### config.mk
export PLATFORM = sky130hd
export DESIGN_NAME = muxin_scanner
export DESIGN_NICKNAME = d
export VERILOG_FILES = /design/src/rtl/muxin_scanner.sv
export SDC_FILE = /design/constraint.sdc
export NUM_CORES = 1
export LEC_CHECK = 0
export CELL_PAD_IN_SITES_DETAIL_PLACEMENT = 1
export CELL_PAD_IN_SITES_GLOBAL_PLACEMENT = 1
export CORE_AREA = 2 2 88 90
export DETAILED_ROUTE_END_ITERATION = 8
export DIE_AREA = 0 0 90 92
export GPL_TIMING_DRIVEN = 0
export HOLD_SLACK_MARGIN = 0.02
export PLACE_DENSITY = 0.71
export SYNTH_ARGS = -nofsm -noshare
export SYNTH_HDL_FRONTEND = slang
export SYNTH_SLANG_ARGS = --single-unit
### constraint.sdc
create_clock -name clk -period 1.9 [get_ports clk]
set_input_delay 0.19 -clock clk [delete_from_list [all_inputs] [get_ports clk]]
set_output_delay 0.19 -clock clk [all_outputs]
set_load 0.02 [all_outputs]
### src/rtl/muxin_scanner.sv
// muxin_scanner: scans NUM_CH slow input channels, publishing one (value, id) pair per
// interface sync rising edge, and runs the interface-timeout watchdog.
//
// Ports:
//   clk        system clock (sysclk)
//   rst_n      asynchronous active-low reset, released synchronously upstream
//   sync       raw interface sync, asynchronous to clk
//   ch_data    channel i at [i*WIDTH +: WIDTH]
//   ch_enable  1 = channel takes part in the scan
//   mux_value  published channel value
//   mux_id     index of the published channel
//   mux_valid  1 = mux_value/mux_id hold a scanned channel
//   edge_pulse one-clock pulse per detected sync rising edge
//   timeout    interface watchdog expired
//
// Optional feature: define MUXIN_CHANGE_PRIORITY_EN to let channels whose value differs
// from the last published value jump the round-robin queue (lowest index first).
module muxin_scanner #(
    parameter int NUM_CH  = 2,
    parameter int WIDTH   = 16,
    parameter int ID_W    = 8,
    parameter int TIMEOUT = 2700000
) (
    input  logic                    clk,
    input  logic                    rst_n,
    input  logic                    sync,
    input  logic [NUM_CH*WIDTH-1:0] ch_data,
    input  logic [NUM_CH-1:0]       ch_enable,
    output logic [WIDTH-1:0]        mux_value,
    output logic [ID_W-1:0]         mux_id,
    output logic                    mux_valid,
    output logic                    edge_pulse,
    output logic                    timeout
);
    localparam int IW = (NUM_CH > 1) ? $clog2(NUM_CH) : 1;
    localparam int CW = $clog2(TIMEOUT + 1);
    localparam logic [CW-1:0] TMAX = CW'(TIMEOUT);

    logic [2:0]       sr;
    logic [CW-1:0]    cnt;
    logic [IW-1:0]    nxt;
    logic             any;
    logic [WIDTH-1:0] ch [NUM_CH];

    genvar g;
    for (g = 0; g < NUM_CH; g++) begin : g_ch
        assign ch[g] = ch_data[g*WIDTH +: WIDTH];
    end

`ifdef MUXIN_CHANGE_PRIORITY_EN
    logic [WIDTH-1:0] last_sent [NUM_CH];
`endif

    // Round-robin search starting after mux_id; the descending loop lets the
    // nearest enabled channel win. mux_id itself is the last candidate.
    always_comb begin
        nxt = IW'(mux_id);
        any = 1'b0;
        for (int k = NUM_CH; k >= 1; k--) begin
            if (ch_enable[IW'((int'(mux_id) + k) % NUM_CH)]) begin
                any = 1'b1;
                nxt = IW'((int'(mux_id) + k) % NUM_CH);
            end
        end
`ifdef MUXIN_CHANGE_PRIORITY_EN
        for (int i = NUM_CH - 1; i >= 0; i--) begin
            if (ch_enable[i] && (ch[i] != last_sent[i])) begin
                any = 1'b1;
                nxt = IW'(i);
            end
        end
`endif
    end

    always_ff @(posedge clk or negedge rst_n) begin
        if (!rst_n) begin
            sr         <= '0;
            edge_pulse <= 1'b0;
            cnt        <= '0;
            timeout    <= 1'b0;
            mux_value  <= '0;
            mux_id     <= ID_W'(NUM_CH - 1);
            mux_valid  <= 1'b0;
        end else begin
            sr         <= {sr[1:0], sync};
            edge_pulse <= (sr[2:1] == 2'b01);
            // An edge clears the watchdog even when it is saturated.
            cnt        <= edge_pulse ? '0 : ((cnt < TMAX) ? cnt + 1'b1 : cnt);
            timeout    <= (cnt >= TMAX) && !edge_pulse;
            if (edge_pulse) begin
                mux_id    <= any ? ID_W'(nxt) : mux_id;
                mux_value <= any ? ch[nxt] : '0;
                mux_valid <= any;
            end
        end
    end

`ifdef MUXIN_CHANGE_PRIORITY_EN
    always_ff @(posedge clk or negedge rst_n) begin
        if (!rst_n) begin
            for (int i = 0; i < NUM_CH; i++) last_sent[i] <= '0;
        end else if (edge_pulse && any) begin
            last_sent[nxt] <= ch[nxt];
        end
    end
`endif
endmodule

==> impl_metrics.json, run 1 <==
{
  "status": "finished, violations left",
  "violations": "setup timing",
  "worstHoldEndpoint": "sr[0]$_DFF_PN0_",
  "cp-start-kind": "register",
  "r2r_end": "cnt[5]$_DFFE_PN0P_",
  "grt_pass1_vias": 2109,
  "max-slew-margin-rel_pct": 56.0,
  "switching_share_pct": 30.8,
  "top_layer": "met4",
  "synth.distinct_cells": 34,
  "met2_length_mm": 3.42,
  "fillers": 864,
  "final_common_cell": "clkdlybuf4s50_1",
  "setup_tns_ns": -2.26,
  "dieArea_sq_um": 8280,
  "min_from": "sync",
  "syn_to_final_growth_pct": 50.5,
  "antenna_found_initial": 0,
  "p_comb_share_pct": 29.4,
  "synth-main-ff-cell": "dfrtp_1",
  "p_leak_uw": 0.00147,
  "reg2reg_depth": 7,
  "cap_violations": 0,
  "grt_max_degree": 27,
  "root_buffer": "clkbuf_8",
  "vias_per_cell": 4.93,
  "die_w_um": 90,
  "dr_total_vias": 2123,
  "fp-row-count": 32,
  "seq_area_frac_synth_pct": 49.2,
  "wl_per_cell_um": 15.8,
  "met1_length_mm": 2.96,
  "numCtsBuffers": 5,
  "max_freq_ghz": 0.475,
  "syn_area_per_cell_sq_um": 9.88,
  "setup_violations": 18,
  "hold_violations": 0,
  "firstDrtPassIters": 4,
  "worstReg2RegStart": "cnt[10]$_DFFE_PN0P_",
  "netlist_area_sq_um": 2290,
  "route.met3.wl_um": 321,
  "hpwlAfterDp_mm": 4.27,
  "final_util_pct": 46.3,
  "clkTransAtPathRegs_ns": 0.09,
  "cpPeakStageDelay_ns": 0.43,
  "portBuffers": 55,
  "die_h_um": 92,
  "p_int_uw": 1900,
  "r2r_slack_ns": -0.21,
  "crit_path_end_kind": "register",
  "start_util_pct": 30.8,
  "synth-edff-count": 0,
  "wl_mm": 6.80,
  "cp_max_fo": 6,
  "clk_latency_ns": 0.30,
  "cts.path.max_buffers": 2,
  "grt_pass1_wl_mm": 10.4,
  "synth_cells": 232,
  "rsz0062_at_grt": "true",
  "finalCriticalPeriod_ns": 2.11,
  "pwr-share-seq_pct": 43.6,
  "initialDrtViolationCount": 84,
  "synth-seq-cells": 45,
  "cp_cell_sequence": "buf_4 > a2111o_1 > a21o_1 > buf_6 > buf_12 > or3_1 > a21oi_2",
  "path_class": "reg -> reg",
  "holdPathStages": 1,
  "pin_count": 64,
  "final_max_slew_viol_count": 0,
  "powerDensity_nw_per_um2": 797,
  "place_inst": 396,
  "crit_path_top_delay_cell": "dfrtp_1",
  "timing.final.crit_share_pct": 111,
  "postRouteAntennaNets": 0,
  "cp_data_arrival_time_ns": 2.35,
  "nets": 367,
  "fin_cells": 431,
  "synthArstFlopShare_pct": 100,
  "required_ns": 2.14,
  "peakVddDrop_mv": 0.409,
  "multi_input_area_sq_um": 1080,
  "yosysWarnings": 0,
  "seq_area_sq_um": 1130,
  "place_congestion": 0.769,
  "clock-sinks": 45,
  "antenna_cells": 0,
  "grt_util_all_layers_pct": 15.6,
  "clock_skew_ns": 0.00902,
  "worstHoldPathType": "in -> reg",
  "core_sq_um": 7450,
  "pwr-share-clk_pct": 27.0,
  "p_switching_uw": 846,
  "worst_slew_pin_slew_ns": 0.660,
  "globalRoute.totalOverflow": 0,
  "drcViolationCount": 0,
  "h-tree-depth": 2,
  "layout_common_cells": "clkdlybuf4s50_1, dfrtp_1, buf_4, inv_1",
  "tritoncts": "built",
  "finalWorstSetupSlack_ns": -0.207,
  "final_layout_size_suffix_gt1_share_pct": 23.7
}
-- stage by stage --
stage	power [uW]	hold slack, ns	area, sq um	setup WS (ns)
after global placement	1980	0.337	3000	-0.692
after global routing	2880	0.338	3450	-0.286
after CTS	2760	0.340	3270	-0.232
after floorplan	1650	-0.106	2320	-0.0649
after detailed placement	2000	0.186	3010	-0.377
final	2750	0.335	3450	-0.207
-- state kept, by name (all words and copies together) (netlist names) --
name        cells
mux_valid       1
timeout         1
mux_value      16
cnt            22
sr              3
edge_pulse      1
mux_id          1
-- power by group through the flow --
stage	combinational, uW	sequential (uW)	clock [uW]
CTS	810	1190	751
detailed placement	823	1180	0
floorplan	377	1270	0
global placement	801	1180	0
finish	809	1200	741
global route	879	1220	788
-- repair_timing --
item                       CTS  global route
hold buffers                 1             0
pin swaps                   17            13
buffers inserted            14            13
hold endpoints to repair    19             0
resized for setup            8            24
setup endpoints to repair   29            23
-- per-layer routing --
| layer | global-route usage, % | vias to the layer above |
|---|---|---|
| met5 | 0 | - |
| met4 | 4.62 | 0 |
| met3 | 4.27 | 8 |
| met2 | 26.0 | 52 |
| met1 | 19.7 | 1051 |
| li1 | - | 1012 |
-- cells by family (layout without fill, tap and decap cells) --
kind of cell,Yosys count,count (layout),synth area share (%)
AOI/OAI and AO/OA,57,57,15.6
xor gates and xnor gates,8,8,3.06
adders and majority gates,2,2,1.09
buffers and inverters,41,132,8.41
DFF,45,45,49.2
muxes,16,16,6.99
other,1,7,0.164
and+or+nand+nor,62,62,15.5
-- critical path: cells and delay by family (launching register included) --
kind,cells,cell delay (ns)
compound gates,3,0.81
flops,1,0.43
buf+inv,3,0.45
simple gates,1,0.36
-- Yosys cell counts, types with 2 or more instances --
library cell  instances  area (sq um)
ha_1                  2          25.0
nor2_1                9          33.8
xnor2_1               8          70.1
and3_1                4          25.0
buf_4                 8          60.1
a211oi_1              5          37.5
nand2_1              10          37.5
mux2i_1              16           160
nor3_1                4          20.0
nand4_1               5          31.3
clkbuf_1              8          30.0
nand3_1              12          60.1
or4_1                 8          60.1
o21ai_0               7          35.0
a21oi_1              16          80.1
a21o_1                3          22.5
o31ai_1               7          52.6
inv_1                23          86.3
dfrtp_1              44          1100
o22ai_1              16           100
or3_1                 4          25.0
-- area by class of cell --
class,count,area share (%)
clock inverter,2,1.12
tap,102,3.70
multi-input combinational,152,31.3
clock buffer,6,2.10
inverter,23,2.50
timing repair buffer,84,23.2
buffer,17,3.19
sequential,45,32.9
-- worst max path at each step --
stage	depth (start not counted)	slack, ns	start	end
CTS	6	-0.23	cnt[6]$_DFFE_PN0P_	cnt[19]$_DFFE_PN0P_
global route	7	-0.29	cnt[5]$_DFFE_PN0P_	cnt[5]$_DFFE_PN0P_
global placement	1	-0.69	rst_n	mux_value[1]$_DFFE_PN0P_
floorplan	6	-0.06	cnt[6]$_DFFE_PN0P_	cnt[19]$_DFFE_PN0P_
finish	7	-0.21	cnt[10]$_DFFE_PN0P_	cnt[5]$_DFFE_PN0P_
detailed placement	7	-0.38	cnt[14]$_DFFE_PN0P_	cnt[19]$_DFFE_PN0P_
No activity file was read; power rests on OpenSTA's default activity.
==> run 2: changes to the inputs <==
Settings changed: CTS_CLUSTER_DIAMETER from default to 150.
==> results of run 2 <==
Final layout, timing and power as in run 1 (identical DEF).
==> run 3: changes to the inputs <==
Settings changed: ABC_CLOCK_PERIOD_IN_PS from default to 2550, CORE_AREA 2 2 88 90 to 2 2 80 82, DIE_AREA 0 0 90 92 to 0 0 82 84, PLACE_DENSITY 0.71 to 0.81.
Clock period 1.9 ns to 2.55 ns, I/O delays scaled along.
==> impl_metrics.json, run 3 (synthesized netlist as in run 1, its figures left out) <==
{
  "status": "completed",
  "wl_mm": 5.98,
  "regMostFlops": "cnt",
  "crit_path_end_kind": "register",
  "fp-row-count": 29,
  "antenna_cells": 0,
  "reg.largest.list": "cnt (22), mux_value (16), sr (3)",
  "wl_per_cell_um": 15.7,
  "required_ns": 2.77,
  "layout_common_cells": "clkdlybuf4s50_1, dfrtp_1, inv_1",
  "clk_latency_ns": 0.30,
  "numCtsBuffers": 5,
  "postRouteAntennaNets": 0,
  "die_h_um": 84,
  "hold_violations": 0,
  "path_class": "reg -> reg",
  "place_congestion": 0.805,
  "cp_data_arrival_time_ns": 2.59,
  "power_uw": 1920,
  "finalWorstSetupSlack_ns": 0.181,
  "globalRoute.totalOverflow": 0,
  "final_max_slew_viol_count": 0,
  "finalCriticalPeriod_ns": 2.37,
  "antenna_found_initial": 0,
  "worst_slew_pin_slew_ns": 0.732,
  "cts-resized-gates": 0,
  "die_w_um": 82,
  "rsz0062_at_grt": "false",
  "hpwlAfterDp_mm": 4.45,
  "powerDensity_nw_per_um2": 624,
  "setup_violations": 0,
  "grt_max_degree": 30,
  "final_layout_size_suffix_gt1_share_pct": 7.92,
  "largest_reg_flops": 22,
  "max-slew-margin-rel_pct": 51.2,
  "p_leak_uw": 0.00130,
  "root_buffer": "clkbuf_8",
  "grt_util_all_layers_pct": 19.2,
  "cp-start-kind": "register",
  "syn_to_final_growth_pct": 34.1,
  "nets": 341,
  "cts.path.max_buffers": 2,
  "clock-sinks": 45,
  "dr_total_vias": 1991,
  "start_util_pct": 37.6,
  "max_freq_ghz": 0.422,
  "grt_pass1_vias": 2115,
  "pin_count": 64,
  "peakVddDrop_mv": 0.437,
  "core_sq_um": 6100,
  "final_common_cell": "clkdlybuf4s50_1",
  "dieArea_sq_um": 6890,
  "portBuffers": 55,
  "timing.final.crit_share_pct": 92.9,
  "drcViolationCount": 0,
  "clock_skew_ns": 0.00410,
  "h-tree-depth": 2,
  "clkTransAtPathRegs_ns": 0.08,
  "grt_pass1_wl_mm": 10.3,
  "tritoncts": "built",
  "hold_slack_ns": 0.358,
  "cp_max_fo": 10,
  "place_ws_ns": 0.193,
  "initialDrtViolationCount": 89,
  "vias_per_cell": 5.24,
  "placed_area_sq_um": 2980,
  "firstDrtPassIters": 4,
  "worstHoldPathType": "reg -> reg",
  "finish.instance_area_sq_um": 3070,
  "cap_violations": 0
}
run 3: changes by cell type in the layout (fill, tap and decap cells not counted), moves of 4 or more:
cell,before,now
dfrtp_1,38,44
or4_4,4,0
buf_4,31,8
o31ai_1,3,7
a21oi_1,8,16
o31ai_2,4,0
a21oi_2,8,0
dfrtp_2,6,0
or4_1,4,8
run 3: cell type report:
| class | count | area (sq um) |
|---|---|---|
| Buffer | 18 | 106 |
| Fill cell | 703 | 3020 |
| Clock buffer | 6 | 72.6 |
| Clock inverter | 2 | 15.0 |
| Tap cell | 77 | 96.3 |
| Sequential cell | 45 | 1130 |
| Multi-Input combinational cell | 152 | 995 |
| Inverter | 23 | 86.3 |
| Timing Repair Buffer | 57 | 576 |
run 3: what timing repair did:
item                                   in CTS  in global routing
setup buffers                               0                  0
hold buffers                                1                  0
endpoints found under the hold margin      16                  0
run 3: path summary, 6_finish.rpt:
check | end | cells after the start | slack [ns] | start
max | cnt[6]$_DFFE_PN0P_ | 7 | 0.18 | cnt[14]$_DFFE_PN0P_
min | sr[1]$_DFF_PN0_ | 0 | 0.36 | sr[0]$_DFF_PN0_
max reg2reg | cnt[6]$_DFFE_PN0P_ | 7 | 0.18 | cnt[14]$_DFFE_PN0P_
min reg2reg | sr[1]$_DFF_PN0_ | 0 | 0.36 | sr[0]$_DFF_PN0_
max in group asynchronous | mux_id[0]$_DFFE_PN1P_ | 3 | 1.56 | rst_n
min in group asynchronous | cnt[4]$_DFFE_PN0P_ | 2 | 0.42 | rst_n
run 3: critical path: stages, from the launching register on:
cell	delay [ns]
dfrtp_1	0.46
or3b_2	0.52
nor4b_4	0.43
a21o_1	0.28
buf_6	0.17
buf_4	0.19
o21ai_0	0.12
a21oi_1	0.13
run 3: metal layers:
metal  GRT usage [%]  up-vias  share of wire [%]
met2            31.5       51                 50
met3            6.06        7                5.7
met1            24.5      979                 43
li1                -      954                  -
met4            4.09        0                1.0
met5               0        -                  0
run 3: metrics by stage:
step	util (%)	TNS, ns	instances
global route	50.4	0	380
finish	50.4	0	380
floorplan	-	0	238
CTS	50.4	0	380
global placement	48.6	-3.36	370
detailed placement	48.8	0	371
run 3: power by group:
| group | leakage [uW] | internal, uW | total [uW] | switching [uW] |
|---|---|---|---|---|
| registers | 0.000596 | 803 | 870 | 67.1 |
| clock network | 0.0000374 | 193 | 440 | 247 |
| logic | 0.000665 | 305 | 607 | 302 |
| total | 0.00130 | 1300 | 1920 | 616 |
